**src/rtl/ccr_pkg.sv**
```systemverilog
// ----------------------------------------------------------------------------
// ccr_pkg
//   Shared definitions for the condition-code register block.
//   - Flag bit positions for the architectural flags (Z, N, C, V).
//   - Default flag count and save/restore depth.
//   - ccr_merge(): the live-update equation applied to the CCR each cycle.
//     It works on a fixed-width word so any NFLAGS up to CCR_MAXW can use it;
//     callers widen the operands and truncate the result back to NFLAGS.
// ----------------------------------------------------------------------------
package ccr_pkg;

   localparam int FLG_Z = 0;
   localparam int FLG_N = 1;
   localparam int FLG_C = 2;
   localparam int FLG_V = 3;

   localparam int NFLAGS_DEF = 4;
   localparam int DEPTH_DEF  = 2;

   localparam int CCR_MAXW = 32;

   typedef logic [CCR_MAXW-1:0] ccr_word_t;

   // Priority within one cycle: clear beats set, set beats the ALU write.
   function automatic ccr_word_t ccr_merge(
      input ccr_word_t cur,
      input ccr_word_t we,
      input ccr_word_t din,
      input ccr_word_t set,
      input ccr_word_t clr
   );
      ccr_word_t u;
      ccr_word_t s;
      u = (cur & ~we) | (din & we);
      s = u | set;
      return s & ~clr;
   endfunction

endpackage

```
**src/rtl/ccr_ctx_if.sv**
```systemverilog
// ----------------------------------------------------------------------------
// ccr_ctx_if
//   Bundles the flag-update controls and status of the condition-code register.
//   master : driver side (execute stage / interrupt controller)
//            drives flag_in, flag_we, set_mask, clr_mask, save, restore, err_clr
//            observes ccr_out, depth, stack_full, stack_empty, ovf_err, unf_err
//   slave  : the ccr_ctx block, opposite directions
//   NFLAGS and DEPTH must match the parameters of the attached ccr_ctx.
// ----------------------------------------------------------------------------
interface ccr_ctx_if #(
   parameter int NFLAGS = 4,
   parameter int DEPTH  = 2
);
   localparam int CW = $clog2(DEPTH + 1);

   logic [NFLAGS-1:0] flag_in;
   logic [NFLAGS-1:0] flag_we;
   logic [NFLAGS-1:0] set_mask;
   logic [NFLAGS-1:0] clr_mask;
   logic              save;
   logic              restore;
   logic              err_clr;
   logic [NFLAGS-1:0] ccr_out;
   logic [CW-1:0]     depth;
   logic              stack_full;
   logic              stack_empty;
   logic              ovf_err;
   logic              unf_err;

   modport master (
      output flag_in, flag_we, set_mask, clr_mask, save, restore, err_clr,
      input  ccr_out, depth, stack_full, stack_empty, ovf_err, unf_err
   );

   modport slave (
      input  flag_in, flag_we, set_mask, clr_mask, save, restore, err_clr,
      output ccr_out, depth, stack_full, stack_empty, ovf_err, unf_err
   );
endinterface

```
**src/rtl/ccr_lifo.sv**
```systemverilog
// ----------------------------------------------------------------------------
// ccr_lifo
//   Save/restore stack for CCR snapshots.
//   Ports:
//     clk, rst   clock and synchronous active-high reset (empties the stack)
//     push, din  store din on top; ignored when full
//     pop        discard top entry; ignored when empty; wins over push
//     dout       current top entry (contents undefined when empty)
//     cnt        number of valid entries (0..DEPTH)
//     full/empty decoded from cnt
//   No error reporting here; the enclosing block decides what is an error.
// ----------------------------------------------------------------------------
module ccr_lifo #(
   parameter  int W     = 4,
   parameter  int DEPTH = 2,
   localparam int CW    = $clog2(DEPTH + 1)
) (
   input  logic          clk,
   input  logic          rst,
   input  logic          push,
   input  logic          pop,
   input  logic [W-1:0]  din,
   output logic [W-1:0]  dout,
   output logic [CW-1:0] cnt,
   output logic          full,
   output logic          empty
);

   // Storage is sized to the full index range of cnt so that every index
   // value (including the wrapped cnt-1 when empty) addresses a real entry.
   localparam int NSLOT = 1 << CW;

   logic [W-1:0]  mem_q [0:NSLOT-1];
   logic [W-1:0]  mem_d [0:NSLOT-1];
   logic [CW-1:0] cnt_q;
   logic [CW-1:0] cnt_d;
   logic [CW-1:0] top_idx_s;
   logic          full_s;
   logic          empty_s;

   assign full_s    = (cnt_q == CW'(DEPTH));
   assign empty_s   = (cnt_q == {CW{1'b0}});
   assign top_idx_s = cnt_q - CW'(1);

   assign dout  = mem_q[top_idx_s];
   assign cnt   = cnt_q;
   assign full  = full_s;
   assign empty = empty_s;

   // Next-state for stack contents and entry count.
   always_comb begin
      mem_d = mem_q;
      cnt_d = cnt_q;
      if (pop && !empty_s) begin
         cnt_d = cnt_q - CW'(1);
      end else if (push && !full_s) begin
         mem_d[cnt_q] = din;
         cnt_d        = cnt_q + CW'(1);
      end else begin
         cnt_d = cnt_q;
      end
   end

   // Stack storage; contents are don't-care after reset.
   always_ff @(posedge clk) begin
      mem_q <= mem_d;
   end

   // Entry count register.
   always_ff @(posedge clk) begin
      if (rst) begin
         cnt_q <= {CW{1'b0}};
      end else begin
         cnt_q <= cnt_d;
      end
   end

endmodule

```
**src/rtl/ccr_ctx.sv**
```systemverilog
// ----------------------------------------------------------------------------
// ccr_ctx
//   Condition-code register with per-flag write enables, explicit set/clear
//   masks and a save/restore stack for interrupt context.
//   Ports:
//     clk   rising-edge clock
//     rst   synchronous active-high reset
//     bus   ccr_ctx_if.slave:
//             flag_in/flag_we   ALU flag values and per-flag enables
//             set_mask/clr_mask force flags to 1 / 0 (clear has priority)
//             save/restore      push current CCR / pop into CCR (restore wins)
//             err_clr           clear sticky errors (new error event wins)
//             ccr_out           registered flags
//             depth             valid stack entries
//             stack_full/empty  decoded from depth
//             ovf_err/unf_err   sticky push-while-full / pop-while-empty
//   Every output is a register or a decode of a register.
// ----------------------------------------------------------------------------
module ccr_ctx
   import ccr_pkg::*;
#(
   parameter  int NFLAGS = NFLAGS_DEF,
   parameter  int DEPTH  = DEPTH_DEF,
   localparam int CW     = $clog2(DEPTH + 1)
) (
   input  logic      clk,
   input  logic      rst,
   ccr_ctx_if.slave  bus
);

   logic [NFLAGS-1:0] ccr_q;
   logic [NFLAGS-1:0] ccr_d;
   logic              ovf_q;
   logic              ovf_d;
   logic              unf_q;
   logic              unf_d;

   logic [NFLAGS-1:0] merged_s;
   logic [NFLAGS-1:0] lifo_top_s;
   logic [CW-1:0]     lifo_cnt_s;
   logic              lifo_full_s;
   logic              lifo_empty_s;
   logic              do_push_s;
   logic              do_pop_s;
   logic              ovf_ev_s;
   logic              unf_ev_s;

   assign merged_s = NFLAGS'(ccr_merge(ccr_word_t'(ccr_q),
                                       ccr_word_t'(bus.flag_we),
                                       ccr_word_t'(bus.flag_in),
                                       ccr_word_t'(bus.set_mask),
                                       ccr_word_t'(bus.clr_mask)));

   // A simultaneous save is dropped whenever restore is requested.
   assign do_push_s = bus.save & ~bus.restore;

   // The stack snapshots the CCR as it was before this cycle's update.
   ccr_lifo #(
      .W     (NFLAGS),
      .DEPTH (DEPTH)
   ) u_lifo (
      .clk   (clk),
      .rst   (rst),
      .push  (do_push_s),
      .pop   (bus.restore),
      .din   (ccr_q),
      .dout  (lifo_top_s),
      .cnt   (lifo_cnt_s),
      .full  (lifo_full_s),
      .empty (lifo_empty_s)
   );

   // CCR source selection and sticky error next-state.
   always_comb begin
      do_pop_s = bus.restore & ~lifo_empty_s;
      ovf_ev_s = do_push_s & lifo_full_s;
      unf_ev_s = bus.restore & lifo_empty_s;

      // A successful restore overrides all live-update controls.
      if (do_pop_s) begin
         ccr_d = lifo_top_s;
      end else begin
         ccr_d = merged_s;
      end

      if (ovf_ev_s) begin
         ovf_d = 1'b1;
      end else if (bus.err_clr) begin
         ovf_d = 1'b0;
      end else begin
         ovf_d = ovf_q;
      end

      if (unf_ev_s) begin
         unf_d = 1'b1;
      end else if (bus.err_clr) begin
         unf_d = 1'b0;
      end else begin
         unf_d = unf_q;
      end
   end

   // CCR and sticky error registers.
   always_ff @(posedge clk) begin
      if (rst) begin
         ccr_q <= {NFLAGS{1'b0}};
         ovf_q <= 1'b0;
         unf_q <= 1'b0;
      end else begin
         ccr_q <= ccr_d;
         ovf_q <= ovf_d;
         unf_q <= unf_d;
      end
   end

   assign bus.ccr_out     = ccr_q;
   assign bus.depth       = lifo_cnt_s;
   assign bus.stack_full  = lifo_full_s;
   assign bus.stack_empty = lifo_empty_s;
   assign bus.ovf_err     = ovf_q;
   assign bus.unf_err     = unf_q;

endmodule

```
**src/flat_wrapper.sv**
```systemverilog
// flat-port wrapper written by rule: the top's interface ports become plain ports
module ccr_ctx_flat import ccr_pkg::*;
#(
   parameter  int NFLAGS = NFLAGS_DEF,
   parameter  int DEPTH  = DEPTH_DEF,
   localparam int CW     = $clog2(DEPTH + 1)
)
  (clk, rst, bus_flag_in, bus_flag_we, bus_set_mask, bus_clr_mask, bus_save, bus_restore, bus_err_clr, bus_ccr_out, bus_depth, bus_stack_full, bus_stack_empty, bus_ovf_err, bus_unf_err);
  ccr_ctx_if #(.NFLAGS(NFLAGS), .DEPTH(DEPTH)) bus_i ();
  input  logic clk;
  input  logic rst;
  input wire logic [$bits(bus_i.flag_in)-1:0] bus_flag_in;
  input wire logic [$bits(bus_i.flag_we)-1:0] bus_flag_we;
  input wire logic [$bits(bus_i.set_mask)-1:0] bus_set_mask;
  input wire logic [$bits(bus_i.clr_mask)-1:0] bus_clr_mask;
  input wire logic [$bits(bus_i.save)-1:0] bus_save;
  input wire logic [$bits(bus_i.restore)-1:0] bus_restore;
  input wire logic [$bits(bus_i.err_clr)-1:0] bus_err_clr;
  output wire logic [$bits(bus_i.ccr_out)-1:0] bus_ccr_out;
  output wire logic [$bits(bus_i.depth)-1:0] bus_depth;
  output wire logic [$bits(bus_i.stack_full)-1:0] bus_stack_full;
  output wire logic [$bits(bus_i.stack_empty)-1:0] bus_stack_empty;
  output wire logic [$bits(bus_i.ovf_err)-1:0] bus_ovf_err;
  output wire logic [$bits(bus_i.unf_err)-1:0] bus_unf_err;
  assign bus_i.flag_in = bus_flag_in;
  assign bus_i.flag_we = bus_flag_we;
  assign bus_i.set_mask = bus_set_mask;
  assign bus_i.clr_mask = bus_clr_mask;
  assign bus_i.save = bus_save;
  assign bus_i.restore = bus_restore;
  assign bus_i.err_clr = bus_err_clr;
  assign bus_ccr_out = bus_i.ccr_out;
  assign bus_depth = bus_i.depth;
  assign bus_stack_full = bus_i.stack_full;
  assign bus_stack_empty = bus_i.stack_empty;
  assign bus_ovf_err = bus_i.ovf_err;
  assign bus_unf_err = bus_i.unf_err;
  ccr_ctx #(.NFLAGS(NFLAGS), .DEPTH(DEPTH)) u_core (.clk(clk), .rst(rst), .bus(bus_i));
endmodule
```
**config.mk**
```make
export PLATFORM = sky130hd
export DESIGN_NAME = ccr_ctx_flat
export DESIGN_NICKNAME = d
export VERILOG_FILES = /design/src/rtl/ccr_pkg.sv /design/src/rtl/ccr_ctx_if.sv /design/src/rtl/ccr_lifo.sv /design/src/rtl/ccr_ctx.sv /design/src/flat_wrapper.sv
export SDC_FILE = /design/constraint.sdc
export NUM_CORES = 1
export LEC_CHECK = 0
export CAP_MARGIN = 15
export CORE_MARGIN = 2
export CORE_UTILIZATION = 55
export DETAILED_ROUTE_END_ITERATION = 8
export DONT_BUFFER_PORTS = 1
export PLACE_DENSITY = 0.8
export SLEW_MARGIN = 20
export SYNTH_ARGS = -nofsm -noshare
export SYNTH_HDL_FRONTEND = slang
export SYNTH_HIERARCHICAL = 1
export SYNTH_SLANG_ARGS = --single-unit
```
**constraint.sdc**
```tcl
create_clock -name clk -period 1.8 [get_ports clk]
set_clock_uncertainty 0.1 [all_clocks]
set_input_delay 0.18 -clock clk [delete_from_list [all_inputs] [get_ports clk]]
set_output_delay 0.18 -clock clk [all_outputs]
set_load 0.005 [all_outputs]
```
After elaboration in Yosys (flattened, before gate mapping):

Index checks and enable logic that the tools add are counted.

* add/sub/neg operators: 2
* $lt $le $gt $ge: 3
* equality and inequality tests: 1
* muxes and demuxes: 12
* bitwise logic cells: 16
* reductions and logical operators: 10

Operator list (count)
* 16-bit bitwise mux: 1
* 4-bit two-way mux: 4
* 4-bit bitwise AND: 3
* 4-bit binary-select mux with 2-bit select: 1
* 4-bit demux with 2-bit select: 1
* 4-bit inverter: 2
* 4-bit OR: 2
* 3-bit >= comparator, second input constant: 2
* 2-bit inverter with 3-bit output: 2
* 2-bit nonzero test: 3
* 1-bit bitwise AND: 4
* 2-bit two-way mux: 2
* 1-bit logical AND: 3
* 3-bit by 1-bit less-than comparator with 1-bit output, second input constant: 1
* 1-bit two-way mux: 3
* 1-bit inverter: 3
* 2-bit by 1-bit adder with 2-bit output, second input constant: 1
* 2-bit equality test, second input constant: 1
* 1-bit logical NOT: 2
* 2-bit logical NOT: 1
* 2-bit AND reduction: 1
* 2-bit by 1-bit subtractor with 2-bit output, second input constant: 1

* bits in registers: 24
* bits of input ports: 21
* word-level logic and storage cells: 52

Depth between registers and ports, before layout:

Gate-level depths: netlist of the first run.

* word-level depth: 6
* depth in mapped cells: 7
* mapped depth without buffers: 5

By module:

Netlist of the first run, hierarchy kept.

By module, submodules not included
* ccr_lifo: times used 1, cells each 42, area an instance 763.2 um^2
* ccr_ctx: times used 1, cells each 32, area an instance 299.0 um^2

Worst setup path before layout of the first run:

No wires, ideal clock.

* path type: flip-flop to flip-flop
* start point: register u_core.u_lifo.cnt_q[0] (netlist: u_core/u_lifo/cnt[0])
* end point: register u_core.ccr_q[0] (netlist: u_core/bus.ccr_out[0])
* arrival time: 1476 ps
* required time: 1588 ps
* path slack: 112 ps
* cell stages (with the launch flop): 7
* buffers on the path: 1
* period minus slack after synthesis: 1688 ps
* cells stage by stage: dfxtp_1 buf_6 inv_1 ha_1 mux4_2 nor2_1 a2111oi_1

* word-level cells in the longest chain between the ends: 6
* elaborated cells between the ends (all ways): 9
* those cells by class: 1 x add/sub; 4 x mux; 3 x bitwise; 1 x reduce/logical

Ends and longest elaborated chain
* start, declared: RTL line ccr_lifo.sv:35 `logic [CW-1:0] cnt_q;`
* start signal, assigned: RTL line ccr_lifo.sv:72 `cnt_q <= {CW{1'b0}};`
* start signal, assigned: RTL line ccr_lifo.sv:74 `cnt_q <= cnt_d;`
* 2-bit by 1-bit subtractor with 2-bit output: RTL line ccr_lifo.sv:43 `assign top_idx_s = cnt_q - CW'(1);`
* 2-bit inverter with 3-bit output (not written as such): RTL line ccr_lifo.sv:45 `assign dout = mem_q[top_idx_s];`
* 4-bit binary-select mux with 2-bit select: RTL line ccr_lifo.sv:45
* 4-bit two-way mux (not written as such) (2 in series): RTL line ccr_lifo.sv:45
* via u_core.lifo_top_s[0]: RTL line ccr_ctx.sv:39 `logic [NFLAGS-1:0] lifo_top_s;`
* 4-bit two-way mux: RTL line ccr_ctx.sv:80 `if (do_pop_s) begin`
* end signal, assigned: RTL line ccr_ctx.sv:106 `ccr_q <= {NFLAGS{1'b0}};`
* end signal, assigned: RTL line ccr_ctx.sv:110 `ccr_q <= ccr_d;`
* end, declared: RTL line ccr_ctx.sv:31 `logic [NFLAGS-1:0] ccr_q;`

The timed path passes the listed nets, and every way through them passes these cells. The select of a mux whose other input is x is not followed.
A chain may end at the register's enable or synchronous reset.

Worst setup path after layout of the first run:

* start point: register u_core.u_lifo.cnt_q[1] (netlist: u_core/u_lifo/cnt[1])
* end point: register u_core.ccr_q[0] (netlist: u_core/bus.ccr_out[0])

* elaborated cells between the ends (all ways): 9
* those cells by class: 1 x add/sub; 4 x mux; 3 x bitwise; 1 x reduce/logical

RTL lines
* 2-bit logical NOT: RTL line ccr_lifo.sv:42 `assign empty_s = (cnt_q == {CW{1'b0}});`
* via bus_stack_empty: RTL line flat_wrapper.sv:22 `output wire logic [$bits(bus_i.stack_empty)-1:0] bus_stack_empty;`
* 1-bit inverter: RTL line ccr_ctx.sv:75 `do_pop_s = bus.restore & ~lifo_empty_s;`
* 1-bit bitwise AND: RTL line ccr_ctx.sv:75
* 4-bit two-way mux: RTL line ccr_ctx.sv:80

The timed path passes the listed nets, and every way through them passes these cells. The select of a mux whose other input is x is not followed.

==> summary.txt, run 1 <==
Wirelength per Cell: 17.7 um
Largest net degree at the start of global routing: 14
Crit path kind: flip-flop to flip-flop
Worst setup path start: u_core/u_lifo/cnt[1]
CP Launch Type: flip-flop
Syn avg cell area: 14.4 um^2
DRT iter0 DRCs: 7
VDD IR-drop max: 0.000828 V
Post-synthesis adder-cell area fraction: 4.71%
H-tree levels: 1
Seq/Total Area, Yosys: 60.3%
Required @ worst endpoint: 1890 ps
Area growth from synthesis to layout: 16.3%
Part of the power in registers: 54.8%
Unrepaired setup endpoints after global routing: no
Non-filler instance count after layout: 114
Starting Density: 60.2%
Remaining Overflow, GRT: 0
Combinational share of power: 22.6%
Critical Path AT: 1800 ps
Simple-gate area share of the yosys netlist: 12.5%
Core area: 1760 um^2
Synth Instances: 74
Fin crit period: 1710 ps
Switching power: 0.333 mW
Reg clk slew, reported paths: 130 ps
Worst flop-to-flop path startpoint: u_core/u_lifo/cnt[1]
Final WL: 2010 um
First-pass GRT wire length: 3040 um
Synth Area in Compound Gates: 9.89%
Setup TNS: 0 ps
Synth warn: 6
Period utilisation layout: 95.1%
Multiplexer share of the synthesized area: 9.42%
Fmax: 584 MHz
Hold path start: bus_save
Util after Layout: 70.0%
Sw frac: 26.8%
Main combinational cell family by area after synthesis: simple AND/OR/NAND/NOR gates
Crit Path Max Fanout: 7
Gr usage total: 19.9%
DR DRC count: 0
Placed cell areas: 1100 um^2
CTS buffer count: 3
# placed instances: 102
Final hold viol count: 0
Crit-path cells: inv_1 -> ha_2 -> and2b_2 -> a2111oi_1 -> a2111oi_2
Clock network fraction of total power: 22.6%
Layout cell share with drive strength beyond 1: 19.1%
Die ar.: 2300 um^2
Max_cap viols: 0
XOR/XNOR share of the synthesized area: 0%
Design area: 1230 um^2
Yosys cell types: 23
Vias in the first global route: 663
Gp weighted congestion: 0.716
Ant diodes: 0
Final setup viols: 0
Leakage: 0.444 nW
Antenna violations before repair: 0
1st-pass router iterations: 4
Clock Latency Late Sink: 310 ps
Synth Cell Area: 1060 um^2
Die Span X: 47.9 um
Row Count: 15
IO Count: 31
Post-CTS Setup Bufs: 0
Root Driver: clkbuf_4
CP Capture Type: flip-flop
Nets: 115
CP peak stage delay: 410 ps
Hold crit path type: input port to flip-flop
Vias: 650
IO buf count: 0
Flops & latches, synth: 24
Vias per cell: 5.70
Final Max Tran Viols: 0
Die height: 47.9 um
PD cells: 1010 nW/um^2
Routed Antenna Nets: 0
Post-DP HPWL: 1390 um
Internal power: 0.908 mW
Status: completed
Clk sinks: 24
Slowest-stage cell, CP: a2111oi_1
Max clock buf depth: 2
CTS tree: yes
## worst max-delay path: cells and delay by family, from the launching register on
family | cells | cell delay [ps]
buf+inv | 1 | 90
fa+ha+maj | 1 | 240
flops | 1 | 360
compound gates | 2 | 520
simple gates | 1 | 280
## worst paths after layout
path,end,slack [ps],cells after the start
setup / recovery,u_core/bus.ccr_out[0],90,5
hold / removal,u_core/bus.ovf_err,50,3
setup reg to reg,u_core/bus.ccr_out[0],90,5
hold reg to reg,u_core/u_lifo/mem_q[2],450,0
## per-stage QoR
stage,power [mW],hold slack [ps],setup WS (ps)
global route,1.30,80.2,13.5
detailed placement,0.939,152,86.2
global placement,0.924,150,147
finish,1.24,48.1,87.9
CTS,1.24,49.6,13.2
floorplan,0.884,149,112
## layout make-up
cell class | instances | area, um^2
inverter | 2 | 7.51
multi-input combinational | 49 | 424
tap | 25 | 31.3
clock buffer | 4 | 36.3
timing repair buffer | 10 | 95.1
sequential | 24 | 641
fill | 132 | 529
## power groups by stage
stage	clock network (mW)	logic [mW]	registers [mW]
after CTS	0.284	0.271	0.681
final	0.280	0.281	0.680
after global placement	0	0.233	0.691
after floorplan	0	0.197	0.687
after global routing	0.307	0.308	0.687
after detailed placement	0	0.245	0.693
## kinds of logic after synthesis
group | Yosys count
flops | 24
simple gates | 23
compound gates | 13
mux | 5
buf+inv | 4
fa+ha+maj | 4
other cells | 1
## layout by cell type (no fill, tap or decap), types with 2 or more instances in the layout
master,instances
a2111oi_0,2
a2111oi_1,3
a2111oi_2,3
a21oi_1,3
buf_4,2
clkbuf_4,3
conb_1,4
dfxtp_1,8
dlygate4sd3_1,8
edfxtp_1,16
ha_1,3
inv_1,2
mux4_2,4
nand2b_1,3
nor2_1,5
nor2b_1,6
nor3_1,2
## what timing repair did
| action | in CTS | in global routing |
|---|---|---|
| hold buffers | 8 | 0 |
| gates resized for setup | 1 | 6 |
| pin swaps | 0 | 0 |
| endpoints found under the setup margin | 1 | 6 |
| endpoints found under the hold margin | 8 | 0 |
## routing by layer
| layer | share of wire (%) | vias to the layer above | GRT usage, % |
|---|---|---|---|
| li1 | - | 307 | - |
| met1 | 39 | 322 | 24.8 |
| met2 | 54 | 19 | 34.1 |
| met3 | 5.9 | 2 | 4.53 |
| met4 | 0.60 | 0 | 6.49 |
| met5 | 0 | - | 0 |
## cells in the mapped netlist (all sizes together)
cell / number / area (um^2)
nor2: 5 / 18.8
inv: 2 / 7.51
edfxtp: 16 / 480
nand2b: 3 / 18.8
ha: 4 / 50.1
and2b: 2 / 16.3
dfxtp: 8 / 160
a2111oi: 8 / 75.1
a21oi: 3 / 15.0
nor3: 2 / 10.0
conb: 1 / 3.75
o21a: 1 / 7.51
nor2b: 7 / 46.3
a21o: 1 / 7.51
nand2: 1 / 3.75
buf: 2 / 22.5
and3: 2 / 12.5
and2: 1 / 6.26
mux4: 4 / 90.1
mux2i: 1 / 10.0
## flip-flops by register name (all words and copies together), names as in the netlist
name / flops
u_core/u_lifo/cnt: 2
u_core/bus.ovf_err: 1
u_core/bus.ccr_out: 4
u_core/bus.unf_err: 1
u_core/u_lifo/mem_q: 16
No activity file was read; power rests on OpenSTA's default activity.
==> run 2, diff against run 1 <==
Settings changed: HOLD_SLACK_MARGIN set to 0.05.
Clock period 1.8 ns to 1.6 ns, I/O delays scaled along.
==> run 2 against run 1 <==
Compared with the run above:
- flip-flop and latch count unchanged
- setup slack worse by 55 ps
- combinational power rose by 46%
- design area is 11% higher
- critical path depth unchanged
- die area unchanged
- global-route usage up 0.91 points
- critical path type unchanged
- highest routed layer unchanged
==> summary.txt, run 2 (synthesis results as in run 1) <==
Clk sinks: 24
IO buf count: 0
Flip-flop count of the largest register after layout: 16
Crit-path leading delay family: compound AO/OA/AOI/OAI gates
Gr usage total: 20.8%
WHS Path Cells: 3
Multi-input logic area: 522 um^2
Post-DP HPWL: 1370 um
Hold path start: bus_restore
Area growth from synthesis to layout: 29.1%
Setup TNS: 0 ps
Crit path kind: flip-flop to flip-flop
IO Count: 31
Final Max Tran Viols: 0
Largest net degree at the start of global routing: 15
Worst flop-to-flop path startpoint: u_core/u_lifo/cnt[0]
Placed cell areas: 1130 um^2
Crit-path cells: inv_2 -> ha_4 -> mux4_2 -> nor2_1 -> a2111oi_1
Clock Latency Late Sink: 320 ps
Final setup viols: 0
Layout cell share with drive strength beyond 1: 31.9%
Storage cell area: 643 um^2
1st-pass router iterations: 4
Core area: 1760 um^2
Nets: 117
Worst path depth: 5
Final WL: 2480 um
Switching power: 0.429 mW
CP Launch Type: flip-flop
Internal power: 1.19 mW
Max clock buf depth: 2
Hold endpoint: u_core/u_lifo/cnt[0]
Reg clk slew, reported paths: 140 ps
Root Driver: clkbuf_4
PD cells: 1180 nW/um^2
First-pass GRT wire length: 3130 um
Vias: 700
Fin crit period: 1570 ps
DR DRC count: 0
Row Count: 15
Vias per cell: 6.03
R2R setup slack: 30 ps
VDD IR-drop max: 0.000823 V
Die height: 47.9 um
Die Span X: 47.9 um
Remaining Overflow, GRT: 0
Leakage: 0.476 nW
CP Capture Type: flip-flop
Hold crit path type: input port to flip-flop
Most common cell after layout, fill and taps aside: edfxtp_1
Antenna violations before repair: 0
Most frequent cells in the layout: edfxtp_1, dlygate4sd3_1, nor2b_1, dfxtp_1, nor2_1
Clock network fraction of total power: 27.3%
Final hold viol count: 0
Part of the power in registers: 47.4%
Ant diodes: 0
Crit Path Max Fanout: 6
Sw frac: 26.4%
CTS buffer count: 3
Vias in the first global route: 654
Design area: 1370 um^2
CP peak stage delay: 370 ps
Gp weighted congestion: 0.701
Fillers: 109
Reg2reg path depth: 5
Buf+Inv Stages, Crit Path: 1
Fmax: 638 MHz
Util after Layout: 77.7%
Overall power: 1.62 mW
Starting Density: 60.2%
Period utilisation layout: 98.0%
Slowest-stage cell, CP: a2111oi_1
Critical Path AT: 1670 ps
Combinational share of power: 25.2%
Wirelength per Cell: 21.4 um
Max_cap viols: 0
Die ar.: 2300 um^2
Status: completed
CTS tree: yes
Routed Antenna Nets: 0
DRT iter0 DRCs: 30
Most flop-heavy register: u_core/u_lifo/mem_q
H-tree levels: 1
FF-to-FF End: u_core/bus.ccr_out[3]
Required @ worst endpoint: 1700 ps
==> run 2: cell count changes in the layout (fill, tap and decap cells not counted), moves of 2 or more <==
cell / delta
a2111oi_1: -2
dfxtp_1: -2
dlygate4sd3_1: +2
inv_1: -2
inv_2: +2
a2111oi_0: -2
a2111oi_4: +3
dfxtp_2: +2
and3_4: +2
==> run 2: metrics by stage <==
step,cells,hold slack (ps),setup slack (ps)
after detailed placement,102,133,21.6
after global placement,102,132,110
after floorplan,77,129,15.2
final,116,85.0,32.5
after CTS,115,79.9,38.2
after global routing,116,111,-40.9
==> run 2: what timing repair did <==
action / in CTS / in global routing
resized for setup: 1 / 18
setup buffers: 0 / 0
hold buffers: 9 / 1
endpoints found under the hold margin: 8 / 4
endpoints found under the setup margin: 1 / 5
pin swaps: 0 / 5
==> run 2: how the worst max path moves through the flow <==
stage / from / endpoint
6_report: u_core/u_lifo/cnt[0] / u_core/bus.ccr_out[3]
5_1_grt: u_core/u_lifo/cnt[0] / u_core/bus.ccr_out[3]
4_1_cts: u_core/u_lifo/cnt[1] / u_core/bus.ccr_out[3]
3_5_place_dp: u_core/u_lifo/cnt[1] / u_core/bus.ccr_out[3]
3_3_place_gp: u_core/u_lifo/cnt[0] / u_core/bus.ccr_out[0]
2_1_floorplan: u_core/u_lifo/cnt[0] / u_core/bus.ccr_out[0]
==> run 2: worst min-delay path, delay by kind of cell <==
kind             cells  cell delay [ps]
and+or+nand+nor      3              330
==> run 2: cell type report <==
cell class / count / area share (%)
Clock buffer: 3 / 1.64
Clock inverter: 1 / 2.19
Inverter: 2 / 0.547
Multi-Input combinational cell: 49 / 38.0
Sequential cell: 24 / 46.9
Tap cell: 25 / 2.28
Timing Repair Buffer: 12 / 8.39
==> run 2: power groups by stage <==
stage | combinational (mW) | clock (mW) | sequential (mW)
floorplan | 0.260 | 0 | 0.773
global placement | 0.308 | 0 | 0.774
detailed placement | 0.319 | 0 | 0.778
CTS | 0.343 | 0.440 | 0.764
global route | 0.439 | 0.462 | 0.776
finish | 0.409 | 0.443 | 0.769
==> run 2: metal layers <==
layer | routed length [um] | part of all wire (%) | track usage, % | vias up
met5 | 0 | 0 | 0 | -
met4 | 64 | 2.6 | 7.57 | 0
met3 | 135 | 5.4 | 6.04 | 10
met2 | 1280 | 52 | 34.4 | 37
met1 | 1000 | 40 | 25.8 | 342
li1 | - | - | - | 311
==> run 3, diff against run 2 <==
--- a/constraint.sdc
+++ b/constraint.sdc
@@ -4,2 +4,2 @@
 set_output_delay 0.16 -clock clk [all_outputs]
-set_load 0.005 [all_outputs]
+set_load 0.1 [all_outputs]
==> run 3 against run 2 <==
Compared with the run above:
- fmax increased by 1.8%
- register-to-register slack improved by 30 ps
- via count shrank 4.4%
- clock power is 42% lower
- setup slack improved by 28 ps
- first-iteration DRC count is 50% lower
- utilization up 0.071 points
- sequential share of layout area grew 0.32 points
- sequential power hardly changed
- total power up 8.4%
- global-route usage decreased by 0.83 points
- combinational power rose by 78%
- largest cell class unchanged
- highest routed layer unchanged
==> summary.txt, run 3 (synthesis results as in run 1) <==
Status: completed
Routed Antenna Nets: 0
Util after Layout: 77.8%
Worst slack at placement: 60.7 ps
Clock network fraction of total power: 14.7%
Combinational share of power: 41.4%
Leakage: 0.495 nW
Sw frac: 39.2%
Fmax: 649 MHz
Clock Latency Late Sink: 300 ps
PD cells: 1280 nW/um^2
Part of the power in registers: 43.9%
Internal power: 1.07 mW
Hold crit path type: input port to flip-flop
Required @ worst endpoint: 1670 ps
Crit path kind: flip-flop to flip-flop
Remaining Overflow, GRT: 0
Placed cell areas: 1240 um^2
CTS buffer count: 3
Crit Path Max Fanout: 6
Vias in the first global route: 695
Hold path start: bus_set_mask[0]
Final WL: 2090 um
Starting Density: 60.2%
Core area: 1760 um^2
Wirelength per Cell: 17.1 um
IO Count: 31
Clk sinks: 24
Most common cell after layout, fill and taps aside: edfxtp_1
Hold Slack: 36.4 ps
Post-DP HPWL: 1450 um
1st-pass router iterations: 4
H-tree levels: 1
Worst flop-to-flop path startpoint: u_core/u_lifo/cnt[0]
Area growth from synthesis to layout: 29.2%
DRT iter0 DRCs: 15
Flip-flop count of the largest register after layout: 16
CP peak stage delay: 520 ps
Nets: 123
Slowest-stage cell, CP: mux4_2
Worst setup path start: u_core/u_lifo/cnt[0]
Max_cap viols: 0
Fin crit period: 1540 ps
Gr usage total: 20.0%
VDD IR-drop max: 0.00104 V
Final setup margin: 60.2 ps
Largest net degree at the start of global routing: 14
Row Count: 15
CP Capture Type: flip-flop
Final setup viols: 0
Gp weighted congestion: 0.725
Reg clk slew, reported paths: 130 ps
CP Launch Type: flip-flop
Switching power: 0.690 mW
Max clock buf depth: 2
CTS tree: yes
DR DRC count: 0
Unrepaired setup endpoints after global routing: no
Final hold viol count: 0
Crit-path cells: buf_4 -> mux4_2 -> nor2_1 -> a2111oi_2
Die height: 47.9 um
Root Driver: clkbuf_4
Die Span X: 47.9 um
Post-CTS Setup Bufs: 0
Vias: 669
Most frequent cells in the layout: edfxtp_1, buf_4, dlygate4sd3_1
Die ar.: 2300 um^2
IO buf count: 0
Final Max Tran Viols: 0
Design area: 1370 um^2
Ant diodes: 0
Vias per cell: 5.48
Period utilisation layout: 96.2%
Layout cell share with drive strength beyond 1: 37.1%
Antenna violations before repair: 0
First-pass GRT wire length: 3100 um
Critical Path AT: 1610 ps
Most flop-heavy register: u_core/u_lifo/mem_q
## run 3: critical path: cells and delay by family (launching register included)
| family | cells | cell delay, ps |
|---|---|---|
| flip-flops | 1 | 400 |
| AND/OR/NAND/NOR | 1 | 160 |
| AO/OA/AOI/OAI | 1 | 60 |
| buffers and inverters | 1 | 180 |
| multiplexers | 1 | 520 |
## run 3: metal layers
layer / share of wire (%) / vias up / GRT usage [%]
met1: 42 / 328 / 25.7
met2: 55 / 11 / 34.7
li1: - / 328 / -
met3: 2.7 / 2 / 3.77
met4: 0.58 / 0 / 4.86
met5: 0 / - / 0
## run 3: final cells by class
type | instances | area (um^2)
multi-input cells | 49 | 500
well taps | 25 | 31.3
fillers | 118 | 392
flip-flops and latches | 24 | 648
inverters | 2 | 10.0
repair buffers | 18 | 156
clock buffers | 4 | 26.3
## run 3: worst paths after layout
kind                                         endpoint  slack, ps  cells past startpoint
worst max-delay path            u_core/bus.ccr_out[1]         60                      4
worst min-delay path            u_core/bus.ccr_out[0]         40                      2
worst max register to register  u_core/bus.ccr_out[1]         60                      4
worst min register to register     u_core/bus.unf_err        390                      2
## run 3: what timing repair did
item                       4_1_cts  5_1_grt
hold buffers                     7        0
hold endpoints to repair         8        0
setup endpoints to repair        0        7
gates resized for setup          0        7
## run 3: power by group through the flow
stage	Clock, mW	Combinational (mW)	Sequential, mW
2_1_floorplan	0	0.391	0.978
3_3_place_gp	0	0.670	0.783
3_5_place_dp	0	0.680	0.786
4_1_cts	0.264	0.700	0.772
5_1_grt	0.282	0.762	0.780
6_report	0.258	0.728	0.772
## run 3: per-stage QoR
| stage | std cells | setup TNS (ps) | total power [mW] |
|---|---|---|---|
| after floorplan | 77 | -4140 | 1.37 |
| after global placement | 111 | 0 | 1.45 |
| after detailed placement | 111 | 0 | 1.47 |
| after CTS | 122 | 0 | 1.74 |
| after global routing | 122 | 0 | 1.82 |
| final | 122 | 0 | 1.76 |
